===== src/rtl/sync_fifo_flex.sv =====
// sync_fifo_flex: single-clock parametrised FIFO with occupancy count,
// almost-full/almost-empty thresholds, sticky overflow/underflow flags and an
// optional first-word-fall-through read mode.
// Build option: define SYNC_FIFO_FWFT_EN for first-word-fall-through reads;
// leave it undefined for registered (one-cycle latency) reads.
module sync_fifo_flex #(
  parameter int DATA_LEN      = 16,
  parameter int ADDR_LEN      = 4,
  parameter int AFULL_THRESH  = (1 << ADDR_LEN) - 2,
  parameter int AEMPTY_THRESH = 2
) (
  input  logic                i_clk,
  input  logic                i_reset,
  input  logic [DATA_LEN-1:0] i_data_in,
  input  logic                i_wrt_en,
  output logic                o_wrt_full,
  output logic                o_wrt_almost_full,
  input  logic                i_rd_en,
  output logic [DATA_LEN-1:0] o_data_out,
  output logic                o_rd_valid,
  output logic                o_rd_empty,
  output logic                o_rd_almost_empty,
  output logic [ADDR_LEN:0]   o_count,
  output logic                o_overflow,
  output logic                o_underflow,
  input  logic                i_clr_err
);

  localparam int FIFO_DEPTH = 1 << ADDR_LEN;
  localparam logic [ADDR_LEN:0] AFULL_T  = AFULL_THRESH[ADDR_LEN:0];
  localparam logic [ADDR_LEN:0] AEMPTY_T = AEMPTY_THRESH[ADDR_LEN:0];

  // Threshold sanity: an out-of-range threshold would make the flag meaningless.
  if (AFULL_THRESH < 1 || AFULL_THRESH > FIFO_DEPTH) begin : g_bad_afull
    $error("sync_fifo_flex: AFULL_THRESH must be in 1..FIFO_DEPTH");
  end
  if (AEMPTY_THRESH < 0 || AEMPTY_THRESH > FIFO_DEPTH - 1) begin : g_bad_aempty
    $error("sync_fifo_flex: AEMPTY_THRESH must be in 0..FIFO_DEPTH-1");
  end

  // Storage and pointers. Pointers carry one extra wrap bit so full and
  // empty can be told apart when the low address bits match.
  logic [DATA_LEN-1:0] r_mem [FIFO_DEPTH];
  logic [ADDR_LEN:0]   r_wptr;
  logic [ADDR_LEN:0]   r_rptr;
  logic                r_overflow;
  logic                r_underflow;

  logic [ADDR_LEN:0]   w_count;
  logic                w_full;
  logic                w_empty;
  logic                w_wr_acc;
  logic                w_rd_acc;
  logic [ADDR_LEN-1:0] w_waddr;
  logic [ADDR_LEN-1:0] w_raddr;

  // Status is decoded from registered pointers only, never from inputs.
  assign w_count = r_wptr - r_rptr;
  assign w_empty = (r_wptr == r_rptr);
  assign w_full  = (r_wptr[ADDR_LEN] != r_rptr[ADDR_LEN]) &&
                   (r_wptr[ADDR_LEN-1:0] == r_rptr[ADDR_LEN-1:0]);
  assign w_waddr = r_wptr[ADDR_LEN-1:0];
  assign w_raddr = r_rptr[ADDR_LEN-1:0];

  // A write at full is rejected even if a read frees a slot the same cycle;
  // a read at empty is rejected even if a write lands the same cycle.
  assign w_wr_acc = i_wrt_en & ~w_full;
  assign w_rd_acc = i_rd_en & ~w_empty;

  assign o_count           = w_count;
  assign o_wrt_full        = w_full;
  assign o_rd_empty        = w_empty;
  assign o_wrt_almost_full = (w_count >= AFULL_T);
  assign o_rd_almost_empty = (w_count <= AEMPTY_T);
  assign o_overflow        = r_overflow;
  assign o_underflow       = r_underflow;

  // Advance write/read pointers on accepted transfers.
  always_ff @(posedge i_clk or posedge i_reset) begin
    if (i_reset) begin
      r_wptr <= '0;
      r_rptr <= '0;
    end else begin
      if (w_wr_acc) r_wptr <= r_wptr + 1'b1;
      if (w_rd_acc) r_rptr <= r_rptr + 1'b1;
    end
  end

  // Memory write port; contents are deliberately left unreset.
  always_ff @(posedge i_clk) begin
    if (w_wr_acc) r_mem[w_waddr] <= i_data_in;
  end

  // Sticky error flags: a new error in the same cycle beats clr_err.
  always_ff @(posedge i_clk or posedge i_reset) begin
    if (i_reset) begin
      r_overflow  <= 1'b0;
      r_underflow <= 1'b0;
    end else begin
      r_overflow  <= (i_wrt_en & w_full)  | (r_overflow  & ~i_clr_err);
      r_underflow <= (i_rd_en  & w_empty) | (r_underflow & ~i_clr_err);
    end
  end

`ifdef SYNC_FIFO_FWFT_EN
  // Head word is shown directly; forced to zero while empty so the output
  // never exposes stale memory after reset.
  assign o_data_out = w_empty ? '0 : r_mem[w_raddr];
  assign o_rd_valid = ~w_empty;
`else
  logic [DATA_LEN-1:0] r_data_out;
  logic                r_rd_valid;

  // Registered read: popped word appears the cycle after the accepted read,
  // and data_out holds its value when no read is accepted.
  always_ff @(posedge i_clk or posedge i_reset) begin
    if (i_reset) begin
      r_data_out <= '0;
      r_rd_valid <= 1'b0;
    end else begin
      r_rd_valid <= w_rd_acc;
      if (w_rd_acc) r_data_out <= r_mem[w_raddr];
    end
  end

  assign o_data_out = r_data_out;
  assign o_rd_valid = r_rd_valid;
`endif

endmodule

===== config.mk =====
export PLATFORM = sky130hd
export DESIGN_NAME = sync_fifo_flex
export DESIGN_NICKNAME = d
export VERILOG_FILES = /design/src/rtl/sync_fifo_flex.sv
export SDC_FILE = /design/constraint.sdc
export NUM_CORES = 1
export LEC_CHECK = 0
export CORE_UTILIZATION = 40
export DETAILED_ROUTE_END_ITERATION = 10
export DONT_BUFFER_PORTS = 1
export GPL_ROUTABILITY_DRIVEN = 0
export GPL_TIMING_DRIVEN = 0
export SLEW_MARGIN = 20
export SYNTH_ARGS = -nofsm -noshare
export SYNTH_HDL_FRONTEND = slang
export SYNTH_SLANG_ARGS = --single-unit

===== constraint.sdc =====
create_clock -name i_clk -period 3.5 [get_ports i_clk]
set_input_delay 1.05 -clock i_clk [delete_from_list [all_inputs] [get_ports i_clk]]
set_output_delay 1.05 -clock i_clk [all_outputs]
set_load 0.05 [all_outputs]

# After elaboration in Yosys (flattened, before gate mapping)
# Memories as Yosys holds them, arrays and structs flattened. A register that Yosys moved wholly into a read port is not among the register bits.
# Index checks and enable logic that the tools add are counted.
# word_totals
ff_bits	13
mem_bits_rw	256
in_bits	21
wordCells	28
memories	1
# mem_list
memory	words	width	rd	rd_clocked_by_memory_dff	wr	line_no	source
r_mem	16	16	1	1	1	43	logic [DATA_LEN-1:0] r_mem [FIFO_DEPTH];
# classes
addsub	3
n_lt_le_gt_ge	2
eq_ne	3
mux	2
n_bitwise	11
n_reduce_logical	1
# op_table
operator	n
$add A5 B1 Y5 const B	2
$and A1 B1 Y1	6
$eq A5 B5 Y1	1
$ge A5 B4 Y1 const B	1
$le A5 B2 Y1 const B	1
$sub A5 B5 Y5	1
$eq A4 B4 Y1	1
$not A1 Y1	3
$mux W1	2
$or A1 B1 Y1	2
$logic_and A1 B1 Y1	1
$ne A1 B1 Y1	1

# Depth between registers and ports, before layout
# Gate-level depths: netlist (run 1).
# depth
word_depth	6
depth_mapped	10

# Worst setup path before layout (run 1)
# No wires, ideal clock.
# synth_path
path_type	flip-flop to output port
from	reg r_rptr[1]
to	out o_rd_almost_empty
t_arrival_ps	3377
required_time_ps	2450
slack_ps	-927
path_stages_with_launch	10
path_buffers	3
path_cell_list	dfrtp_1 -> buf_6 -> buf_6 -> buf_4 -> inv_1 -> fa_1 -> a21o_1 -> a21oi_1 -> xnor2_1 -> a211oi_1
# synth_via
elab_chain_len	2
# synth_rtl
element	line_no	source
from (decl)	45	logic [ADDR_LEN:0] r_rptr;
from (signal assigned)	85	if (w_rd_acc) r_rptr <= r_rptr + 1'b1;
$sub A5 B5 Y5	58	assign w_count = r_wptr - r_rptr;
named net o_count[4]	23	output logic [ADDR_LEN:0] o_count,
$le A5 B2 Y1	74	assign o_rd_almost_empty = (w_count <= AEMPTY_T);
to (decl)	22	output logic o_rd_almost_empty,
# The timed path passes the listed nets, and every way through them passes these cells.

# Worst setup path in the final report (run 1)
# layout_path
from	reg r_wptr[0]
to	out o_rd_almost_empty
# layout_via
elab_chain_len	2
# layout_rtl
element	line_no	source
from (decl)	44	logic [ADDR_LEN:0] r_wptr;
from (signal assigned)	84	if (w_wr_acc) r_wptr <= r_wptr + 1'b1;
$sub A5 B5 Y5	58	
named net o_count[2]	23	
$le A5 B2 Y1	74	
# The timed path passes the listed nets, and every way through them passes these cells.

==> impl_summary.txt, run 1 <==
----------------------------------------------------
[Setup path]
  Endpoint kind of the worst setup timing path ... output port
  Critical Setup Path Class ... flip-flop to output port
  R2r setup slk ... about 0.50 ns
  Crit-path cells ... inv_2, ha_4, inv_2, fa_2, buf_4, xor2_4, a21o_1, a211oi_4
  Reg2Reg Capture Point ... r_mem[7][5]
  Worst-case reg-to-reg path depth ... 8
  Cell with the largest stage delay on the worst path ... a211oi_4
  CP max FO ... 3
  Crit Reg-Reg Startpoint ... r_rptr[3]
  Most frequent CP cell ... inv_2
  Data arrival time of the critical path ... about 2.7 ns
  Kind of start point of the critical path ... flip-flop
  Crit path largest cell delay ... 0.54 ns
  Critical path data required time ... 2.45 ns

[Cells and area]
  Commonest non-fill, non-tap cell in the layout ... edfxtp_1
  Final nets ... ~700
  # diodes ... 0
  Final standard cell area without fillers ... around 13000 um^2
  Commonest cells after routing, fill and taps aside ... edfxtp_1, mux2i_1, nor2_1, mux4_2, clkbuf_16
  Synth-to-layout area growth ... 16.6%
  Ratio of cells with drive above 1 in the final layout ... 25.3%

[Timing]
  Max_slew headroom ... a little under half
  Total negative slack ... -0.316 ns
  Measured slew at the worst slew-check pin ... 0.819 ns
  Final period util ... 107%
  Post-layout worst setup margin ... -0.247 ns
  Crit path time final ... 3.75 ns
  Total of endpoints with negative setup slack in the final report ... 2
  Max frequency ... around 270 MHz
  Number of max-slew violations in the final report ... 0
  Final number of hold-violating endpoints ... 0
  RSZ-0062 raised after global routing ... yes
  Final clock skew ... roughly 0.011 ns

[Run status]
  Violated checks ... negative setup slack
  Status ... complete, but fails checks

[Clock network]
  Maximum buffer depth of the clock tree ... 3
  Total CTS buffers ... 28
  Number of clock sinks seen by CTS ... ~290
  Root cell of the clock tree ... clkbuf_16
  TritonCTS clock tree ... built
  Insertion delay to the later sink of the worst-skew pair ... between 0.5 and 0.6 ns
  Worst-path clk slew ... 0.06 ns
  Depth of the CTS H-tree ... 1
  Number of hold buffers added after CTS ... 0

[GRT]
  Number of antenna violations at the first check in global routing ... 0
  First-pass GRT wire length ... 36.1 mm
  Pin count of the biggest net entering global routing ... 30
  Total grt overflow ... 0
  Vias in the first global route ... between 5000 and 6000
  Global routing usage summed across all routing layers ... between 10% and 20%

[Yosys]
  Flip-flop and latch count after synthesis ... ~290
  Adder-cell area share of the yosys netlist ... under 10%
  Number of synthesized flops with an enable pin ... approximately 260
  Most used DFF post-synth ... edfxtp_1
  Area share of the largest cell type after synthesis ... roughly 69%
  Seq/Total Area, Yosys ... 75.2%
  Async set-or-reset flop fraction in the synthesized netlist ... slightly above 10%
  Multiplexer share of the synthesized area ... about an eighth
  Synthesized-area fraction occupied by xor and xnor cells ... less than 1%
  Combined area of all synthesized cells ... roughly 11000 um^2
  Main combinational cell family by area after synthesis ... multiplexers
  Largest area contributor in the netlist ... edfxtp_1
  Synthesized Nets ... 629
  Avg Synthesized Cell Area ... approximately 19 um^2
  Count of mapped cells out of synthesis ... approximately 600
  Number of different library cells in the post-synthesis netlist ... 39
  Post-Synth Simple-Gate Area ... 3.01%
  Largest cells by area after synthesis ... edfxtp_1, dfrtp_1, mux4_2
  Complex-gate fraction of the synthesized area ... approximately 5%
  Ys Warns ... 0

[Route]
  Total length of routed wires ... 23.9 mm
  Drt drc ... 0
  Number of vias per cell ... ~5.3
  Count of nets left with antenna violations after detail routing ... 0
  Post-DR wirelength/cell ... between 20 and 25 um
  Initial drt markers ... 340
  Detailed Routing Iterations Pass 1 ... 5
  Total number of vias ... about 5600

[Die]
  Total number of placement rows ... 60
  Placeable core region ... 27200 um^2
  Starting density of the core ... between 40 and 50%
  Die Ht ... around 170 um
  Floorplan die area ... approximately 29000 um^2
  Die Width ... 169 um
  Number of top-level pins ... slightly below 50

[Place]
  Placed instance area ... ~12000 um^2
  Port buffer count ... 0
  Dpl hpwl ... ~16 mm

[Power]
  Power per standard cell area ... 911 nW/um^2
  Static leakage power ... between 4 and 5 nW
  Worst vdd ir ... about 0.62 mV
  Design Power ... about 0.012 W

[Hold path]
  Class of the tightest hold or removal check ... primary input to asynchronous set/reset pin

[Flow run]
  Max-capacitance violation count ... 0

----------------------------------------------------
==> cells in the mapped netlist (all sizes together), types with 6 or more instances <==
cell	n
inv	11
a31oi	16
clkbuf	6
buf	25
mux2i	64
edfxtp	256
a22oi	16
nor2	46
ha	9
o22ai	32
mux4	32
dfrtp	29
nand2	10
xnor2	9
==> final cells by class <==
cell class,instances,area (um^2)
clock inverters,18,169
repair buffers,32,323
well taps,372,465
inverters,11,46.3
flip-flops and latches,285,8420
multi-input cells,271,2690
fillers,2253,14100
plain buffers,27,209
clock buffers,33,741
==> through the flow <==
step,cells,hold WS [ns],util (%),setup slack (ns)
final,1049,0.474,48.0,-0.247
after detailed placement,989,0.538,44.1,-0.313
after floorplan,598,0.501,-,0.0561
after global routing,1049,0.509,48.0,-0.324
after global placement,970,0.521,43.1,-1.36
after CTS,1044,0.481,47.8,-0.261
==> where the power goes <==
group,internal [W],switching [W]
Sequential,0.00418,0.000622
Combinational,0.00165,0.00250
Clock,0.00173,0.00121
Total,0.00756,0.00433
==> state kept, by name, summed over array words and instances (netlist names) <==
name / count
o_data_out: 16
o_underflow: 1
r_rptr: 5
o_rd_valid: 1
r_wptr: 5
o_overflow: 1
r_mem: 256
==> how the worst max path moves through the flow <==
stage | cells after the start | end | slack, ns | startpoint
after floorplan | 9 | o_rd_almost_empty | 0.06 | r_rptr[1]
after CTS | 8 | o_rd_almost_empty | -0.26 | r_wptr[0]
after detailed placement | 9 | o_wrt_almost_full | -0.31 | r_rptr[1]
after global placement | 8 | r_mem[3][5] | -1.36 | r_rptr[2]
final | 8 | o_rd_almost_empty | -0.25 | r_wptr[0]
after global routing | 8 | o_rd_almost_empty | -0.32 | r_wptr[0]
==> critical path: cells and delay by family, from the launching register on <==
family / cells / cell delay (ns)
DFF: 1 / 0.40
xor gates and xnor gates: 1 / 0.21
AOI/OAI and AO/OA: 2 / 0.76
adders and majority gates: 2 / 0.49
buffers and inverters: 3 / 0.30
==> kinds of logic (layout without fill, tap and decap cells) <==
logic type / after synthesis / in the layout
xor gates and xnor gates: 12 / 12
DFF: 285 / 285
buffers and inverters: 42 / 121
AOI/OAI and AO/OA: 77 / 77
muxes: 96 / 96
adders and majority gates: 10 / 10
and+or+nand+nor: 76 / 76
==> per-layer routing <==
layer	track usage, %	vias to the layer above	part of all wire, %
li1	-	2498	-
met1	21.9	2885	42
met2	29.8	143	51
met3	2.29	44	4.2
met4	5.99	0	2.9
met5	0	-	0
==> what timing repair did <==
| item | CTS | global route |
|---|---|---|
| endpoints found under the setup margin | 14 | 4 |
| buffers inserted | 6 | 7 |
| pin swaps | 5 | 2 |
| gates resized for setup | 21 | 10 |
No activity file was read; power rests on OpenSTA's default activity.
==> run 2: changes to the inputs <==
==> constraint.sdc (replaced) <==
create_clock -name i_clk -period 4.2 [get_ports i_clk]
set_input_delay 1.26 -clock i_clk [delete_from_list [all_inputs] [get_ports i_clk]]
set_output_delay 1.26 -clock i_clk [all_outputs]
set_load 0.05 [all_outputs]
==> run 2 against run 1 <==
  * The flow now finishes without violations
  * Design area is 0.48% lower
  * Critical path depth is the same
  * Sequential share of layout area is 0.29 points higher
  * Count of clock-buffer cells in the layout is 2 higher
  * Setup slack improved by 0.30 ns
  * Cell count down 0.38%
  * Clock power decreased by 17%
  * Largest power group unchanged
==> impl_summary.txt, run 2 (synthesized netlist as in run 1, its figures left out) <==
----------------------------------------------------
[Clock network]
  Insertion delay to the later sink of the worst-skew pair ... approximately 0.54 ns
  Maximum buffer depth of the clock tree ... 3
  Number of hold buffers added after CTS ... 0
  Worst-path clk slew ... around 0.060 ns
  Total CTS buffers ... 28
  Depth of the CTS H-tree ... 1
  Root cell of the clock tree ... clkbuf_16
  Number of clock sinks seen by CTS ... between 200 and 300
  TritonCTS clock tree ... built

[Route]
  Post-DR wirelength/cell ... 22.3 um
  Total length of routed wires ... around 23 mm
  Count of nets left with antenna violations after detail routing ... 0
  Detailed Routing Iterations Pass 1 ... 4
  Number of vias per cell ... 5.28
  Initial drt markers ... around 390
  Drt drc ... 0
  Total number of vias ... about 5500

[Flow run]
  Max-capacitance violation count ... 0

[Timing]
  Measured slew at the worst slew-check pin ... between 0.9 and 1 ns
  Total of endpoints with negative setup slack in the final report ... 0
  Crit path time final ... ~4.1 ns
  Final number of hold-violating endpoints ... 0
  Final clock skew ... ~0.017 ns
  Number of max-slew violations in the final report ... 0
  Total negative slack ... 0 ns
  Final period util ... a little over nine tenths
  Max frequency ... between 200 and 250 MHz
  Max_slew headroom ... a little over a third

[Place]
  Placed instance area ... roughly 12000 um^2
  Dpl hpwl ... around 16 mm
  Total placed cells including tap cells ... about 990
  Port buffer count ... 0

[Power]
  Static leakage power ... roughly 4.3 nW
  Share of total power in sequential cells ... between 40% and 50%
  Clock share of power ... between 20 and 30%
  Power per standard cell area ... approximately 750 nW/um^2
  Switching share of total power ... a little over a third
  Worst vdd ir ... about 0.42 mV
  Internal power contribution ... between 0.006 and 0.007 W
  P_sw ... about 0.0035 W
  Combinational group share of total power ... about a third

[Setup path]
  R2r setup slk ... roughly 1.2 ns
  Worst-case reg-to-reg path depth ... 10
  Crit-path cells ... buf_12, buf_12, inv_1, fa_2, a21o_1, a21oi_4, xnor2_4, a211oi_4
  Kind of start point of the critical path ... flip-flop
  Reg2Reg Capture Point ... r_mem[1][6]
  Most frequent CP cell ... buf_12
  Crit path largest cell delay ... ~0.6 ns
  Critical Setup Path Class ... flip-flop to output port
  Endpoint kind of the worst setup timing path ... output port
  Data arrival time of the critical path ... approximately 2.9 ns
  Crit Reg-Reg Startpoint ... r_rptr[1]
  Cell with the largest stage delay on the worst path ... a211oi_4
  CP max FO ... 8
  Critical path data required time ... between 2 and 3 ns

[GRT]
  Number of antenna violations at the first check in global routing ... 0
  Most utilized layer in the global route result ... met2
  First-pass GRT wire length ... approximately 35 mm
  Pin count of the biggest net entering global routing ... 30
  Met1 usage ... 21.3%
  Vias in the first global route ... ~6000
  Total grt overflow ... 0
  GR met2 Demand/Resource ... between 20 and 30%
  Met3 usage in global routing ... under 10%
  Global routing usage summed across all routing layers ... between 10% and 20%

[Run status]
  Status ... finished clean

[Cells and area]
  Ratio of cells with drive above 1 in the final layout ... about a quarter
  Commonest non-fill, non-tap cell in the layout ... edfxtp_1
  Top reg by flops ... r_mem
  Largest register FFs ... 256
  Commonest cells after routing, fill and taps aside ... edfxtp_1, mux2i_1, nor2_1, mux4_2
  # diodes ... 0
  Synth-to-layout area growth ... 16.1%
  Final nets ... approximately 700
  Final standard cell area without fillers ... around 13000 um^2
  Number of non-filler instances in the completed layout ... ~1000

[Die]
  Total number of placement rows ... 60
  Die Width ... roughly 170 um
  Placeable core region ... between 20000 and 30000 um^2
  Die Ht ... about 170 um
  Number of top-level pins ... 49
  Floorplan die area ... between 20000 and 30000 um^2
  Starting density of the core ... about two fifths

[Hold path]
  Number of cells on the worst hold path ... 1
  Start point of the worst hold path ... r_wptr[4]
  Class of the tightest hold or removal check ... flip-flop to flip-flop
  Hold Path Sink ... r_wptr[4]

----------------------------------------------------
-- run 2: layer usage --
metal  part of all wire (%)  vias up
li1                       -     2485
met1                     42     2854
met5                      0        -
met3                    5.2       34
met2                     50      141
met4                    2.9        0
-- run 2: final cells by class --
cell class,count,area (um^2)
Multi-Input combinational cell,271,2640
Buffer,29,244
Inverter,11,41.3
Tap cell,372,465
Sequential cell,285,8410
Clock inverter,17,178
Timing Repair Buffer,25,263
Clock buffer,35,747
Fill cell,2288,14200
-- run 2: repair_timing --
action	4_1_cts	5_1_grt
endpoints found under the setup margin	5	3
buffers inserted	1	5
resized for setup	13	7
cloned	0	0
pin swaps	2	3
-- run 2: worst max path at each step --
stage	from	to	slack, ns	depth (start not counted)
floorplan	r_rptr[1]	o_rd_almost_empty	0.04	9
global placement	r_rptr[1]	r_mem[3][6]	-0.67	9
detailed placement	r_rptr[1]	o_rd_almost_empty	-0.20	9
CTS	r_wptr[0]	o_rd_almost_empty	0.01	8
global route	r_rptr[1]	o_rd_almost_empty	-0.03	8
finish	r_rptr[1]	o_rd_almost_empty	0.05	8
-- run 2: power groups by stage --
stage	sequential (W)	combinational, W	clock, W
2_1_floorplan	0.00396	0.00234	0
3_3_place_gp	0.00404	0.00292	0
3_5_place_dp	0.00404	0.00309	0
4_1_cts	0.00399	0.00325	0.00250
5_1_grt	0.00402	0.00353	0.00261
6_report	0.00399	0.00331	0.00245
-- run 2: critical path, delay by kind of cell (launching register included) --
family,cells,cell delay [ns]
flip-flops,1,0.41
AO/OA/AOI/OAI,3,1.03
buffers and inverters,3,0.36
XOR/XNOR,1,0.19
adder cells (fa/ha/maj),1,0.37
-- run 2: stage by stage --
stage               setup WS, ns  total power, W  utilization [%]  hold WS, ns
finish                    0.0526         0.00975             47.8        0.546
global route             -0.0277          0.0102             47.8        0.579
CTS                       0.0149         0.00974             47.6        0.540
detailed placement        -0.200         0.00713             43.9        0.526
global placement          -0.674         0.00696             42.9        0.521
floorplan                 0.0402         0.00631                -        0.501
==> run 3: changes to the inputs <==
--- a/config.mk
+++ b/config.mk
@@ -5,6 +5,7 @@
 export SDC_FILE = /design/constraint.sdc
 export NUM_CORES = 1
 export LEC_CHECK = 0
+export ABC_AREA = 1
 export CORE_UTILIZATION = 40
 export DETAILED_ROUTE_END_ITERATION = 10
 export DONT_BUFFER_PORTS = 1
==> run 3 against run 2 <==
  * Setup slack improved by 0.055 ns
  * Non-clock buffer count rose by 7
  * Synthesized area increased by 10%
  * Hold slack barely moved
  * Maximum frequency increased by 1.4%
==> impl_summary.txt, run 3 <==
----------------------------------------------------
[Run status]
  Status ... finished clean

[GRT]
  First-pass GRT wire length ... 47.8 mm
  Total grt overflow ... 0
  Pin count of the biggest net entering global routing ... 30
  Global routing usage summed across all routing layers ... between 20% and 30%
  Number of antenna violations at the first check in global routing ... 1
  Vias in the first global route ... 8085

[Cells and area]
  Final nets ... 1287
  Top reg by flops ... r_mem
  Combined flip-flop and latch cell area ... ~8400 um^2
  Commonest non-fill, non-tap cell in the layout ... nand2_1
  Multi-input gate area in the final layout ... 2990 um^2
  Count of filler cells inserted in the layout ... 2827
  Final standard cell area without fillers ... 14100 um^2
  Largest register FFs ... between 200 and 300
  Commonest cells after routing, fill and taps aside ... nand2_1, edfxtp_1, inv_1, nand3_1, nor2_1
  Ratio of cells with drive above 1 in the final layout ... 10.1%
  Synth-to-layout area growth ... 14.0%

[Route]
  Total length of routed wires ... around 32 mm
  Detailed Routing Iterations Pass 1 ... 5
  Count of nets left with antenna violations after detail routing ... 0
  Drt drc ... 0
  Total number of vias ... between 8000 and 9000
  Post-DR wirelength/cell ... between 15 and 20 um
  Number of vias per cell ... a little under 5
  Initial drt markers ... around 750

[Clock network]
  Total CTS buffers ... 31
  Maximum buffer depth of the clock tree ... 3
  Insertion delay to the later sink of the worst-skew pair ... around 0.56 ns
  Post-CTS Setup Repair Bufs ... 0
  TritonCTS clock tree ... built
  Root cell of the clock tree ... clkbuf_16
  Number of hold buffers added after CTS ... 0
  Worst-path clk slew ... ~0.06 ns
  Number of clock sinks seen by CTS ... between 200 and 300
  Depth of the CTS H-tree ... 1

[Yosys]
  Ys Warns ... 0
  Synthesized Nets ... between 1000 and 1500
  Largest area contributor in the netlist ... edfxtp_1
  Flip-flop and latch count after synthesis ... ~290
  Number of synthesized flops with an enable pin ... 256
  Largest cells by area after synthesis ... edfxtp_1, nand2_1, nand3_1
  Number of different library cells in the post-synthesis netlist ... 21
  Count leader, synth ... nand2_1
  Avg Synthesized Cell Area ... 10.2 um^2
  Synth top cells by count ... nand2_1, edfxtp_1, inv_1
  Count of mapped cells out of synthesis ... between 1000 and 1500
  Async set-or-reset flop fraction in the synthesized netlist ... about a tenth
  Area share of the largest cell type after synthesis ... 62.2%
  Seq/Total Area, Yosys ... 68.0%
  Most used DFF post-synth ... edfxtp_1
  Combined area of all synthesized cells ... between 10000 and 15000 um^2

[Setup path]
  Crit-path cells ... inv_1, buf_2, buf_6, fa_2, nand3_1, nand2_1, xor2_4, o21bai_4
  Crit path buf inv count ... 3
  Critical path data required time ... about 3 ns
  Data arrival time of the critical path ... roughly 2.8 ns
  Critical Setup Path Class ... flip-flop to output port
  Endpoint kind of the worst setup timing path ... output port
  Kind of cell adding the most delay to the critical path ... buffers and inverters
  CP max FO ... 11
  Crit path largest cell delay ... between 0.4 and 0.5 ns
  Kind of start point of the critical path ... flip-flop
  Cell with the largest stage delay on the worst path ... xor2_4

[Die]
  Starting density of the core ... between 40% and 50%
  Number of top-level pins ... just under 50
  Die Ht ... approximately 180 um
  Placeable core region ... about 31000 um^2
  Die Width ... ~180 um
  Total number of placement rows ... 64
  Floorplan die area ... 31600 um^2

[Timing]
  Final number of hold-violating endpoints ... 0
  Max frequency ... 244 MHz
  Max_slew headroom ... roughly two fifths
  Crit path time final ... between 4 and 5 ns
  Final period util ... a little over nine tenths
  Final clock skew ... about 0.015 ns
  Number of max-slew violations in the final report ... 0
  Total of endpoints with negative setup slack in the final report ... 0
  RSZ-0062 raised after global routing ... no
  Measured slew at the worst slew-check pin ... ~0.87 ns

[Power]
  Design Power ... 0.0105 W
  Static leakage power ... approximately 6.0 nW
  Worst vdd ir ... roughly 0.45 mV
  Power per standard cell area ... between 700 and 800 nW/um^2

[Place]
  Dpl hpwl ... roughly 21 mm
  Port buffer count ... 0
  Placed instance area ... between 10000 and 15000 um^2

[Hold path]
  Class of the tightest hold or removal check ... flip-flop to flip-flop

[Flow run]
  Max-capacitance violation count ... 0

----------------------------------------------------
run 3: cell count changes in the layout (fill, tap and decap cells not counted), moves of 22 or more:
cell     change
mux2i_1     -64
inv_1      +201
mux4_2      -32
nor2_1      +48
buf_2       +35
nand3_1    +179
o22ai_1     -22
nand2_1    +337
run 3: where the power goes:
part | internal, W | total [W] | switching, W
Sequential | 0.00348 | 0.00397 | 0.000494
Clock | 0.00159 | 0.00267 | 0.00108
Combinational | 0.00104 | 0.00386 | 0.00282
run 3: repair_timing:
action,CTS,global route
pin swaps,0,0
resized for setup,10,1
setup endpoints to repair,3,1
run 3: area by class of cell:
class,instances,share of cell area (%)
clock buffers,41,5.98
clock inverters,16,1.12
flip-flops and latches,285,59.7
multi-input cells,662,21.2
plain buffers,51,1.83
inverters,215,5.73
well taps,396,3.52
repair buffers,10,0.932
diodes,1,0.0178
run 3: metrics by stage:
step           std cells  setup WS [ns]  setup TNS [ns]  util [%]  hold slack (ns)
2_1_floorplan       1215         0.0257               0         -            0.487
4_1_cts             1676         0.0501               0      46.2            0.540
6_report            1677          0.108               0      46.2            0.546
5_1_grt             1676        0.00328               0      46.2            0.571
3_3_place_gp        1611         -0.273          -0.322      42.2            0.517
3_5_place_dp        1621         -0.281          -0.321      42.7            0.526
run 3: worst register-to-register path, cell delays in order (launching register included):
cell	delay, ns
dfrtp_1	0.42
inv_1	0.11
buf_2	0.25
buf_6	0.21
ha_1	0.26
nand2_1	0.07
nor2_1	0.06
inv_1	0.06
nor2_2	0.13
nor2_4	0.26
nand2_1	0.31
nor2_2	0.76
run 3: kinds of logic after synthesis:
| family | after synthesis | share of synthesized area, % |
|---|---|---|
| compound gates | 11 | 0.465 |
| xor+xnor | 10 | 0.708 |
| fa+ha+maj | 10 | 1.07 |
| buf+inv | 268 | 8.62 |
| flops | 285 | 68.0 |
| simple gates | 631 | 21.1 |
run 3: worst paths after layout:
check / startpoint / endpoint / slack (ns) / cells past startpoint
min in group asynchronous: i_reset / o_rd_valid / 0.69 / 1
setup / recovery: r_rptr[1] / o_wrt_almost_full / 0.11 / 8
setup reg to reg: r_rptr[1] / r_mem[6][6] / 0.93 / 11
max in group asynchronous: i_reset / o_data_out[11] / 3.08 / 1
hold / removal: r_wptr[4] / r_wptr[4] / 0.55 / 2
hold reg to reg: r_wptr[4] / r_wptr[4] / 0.55 / 2
run 3: layer usage:
layer	up-vias	global-route usage, %	part of all wire [%]
met5	-	0	0
met4	0	7.51	3.4
met3	61	3.08	6.4
met2	268	34.7	48
met1	3898	27.3	42
li1	3957	-	-
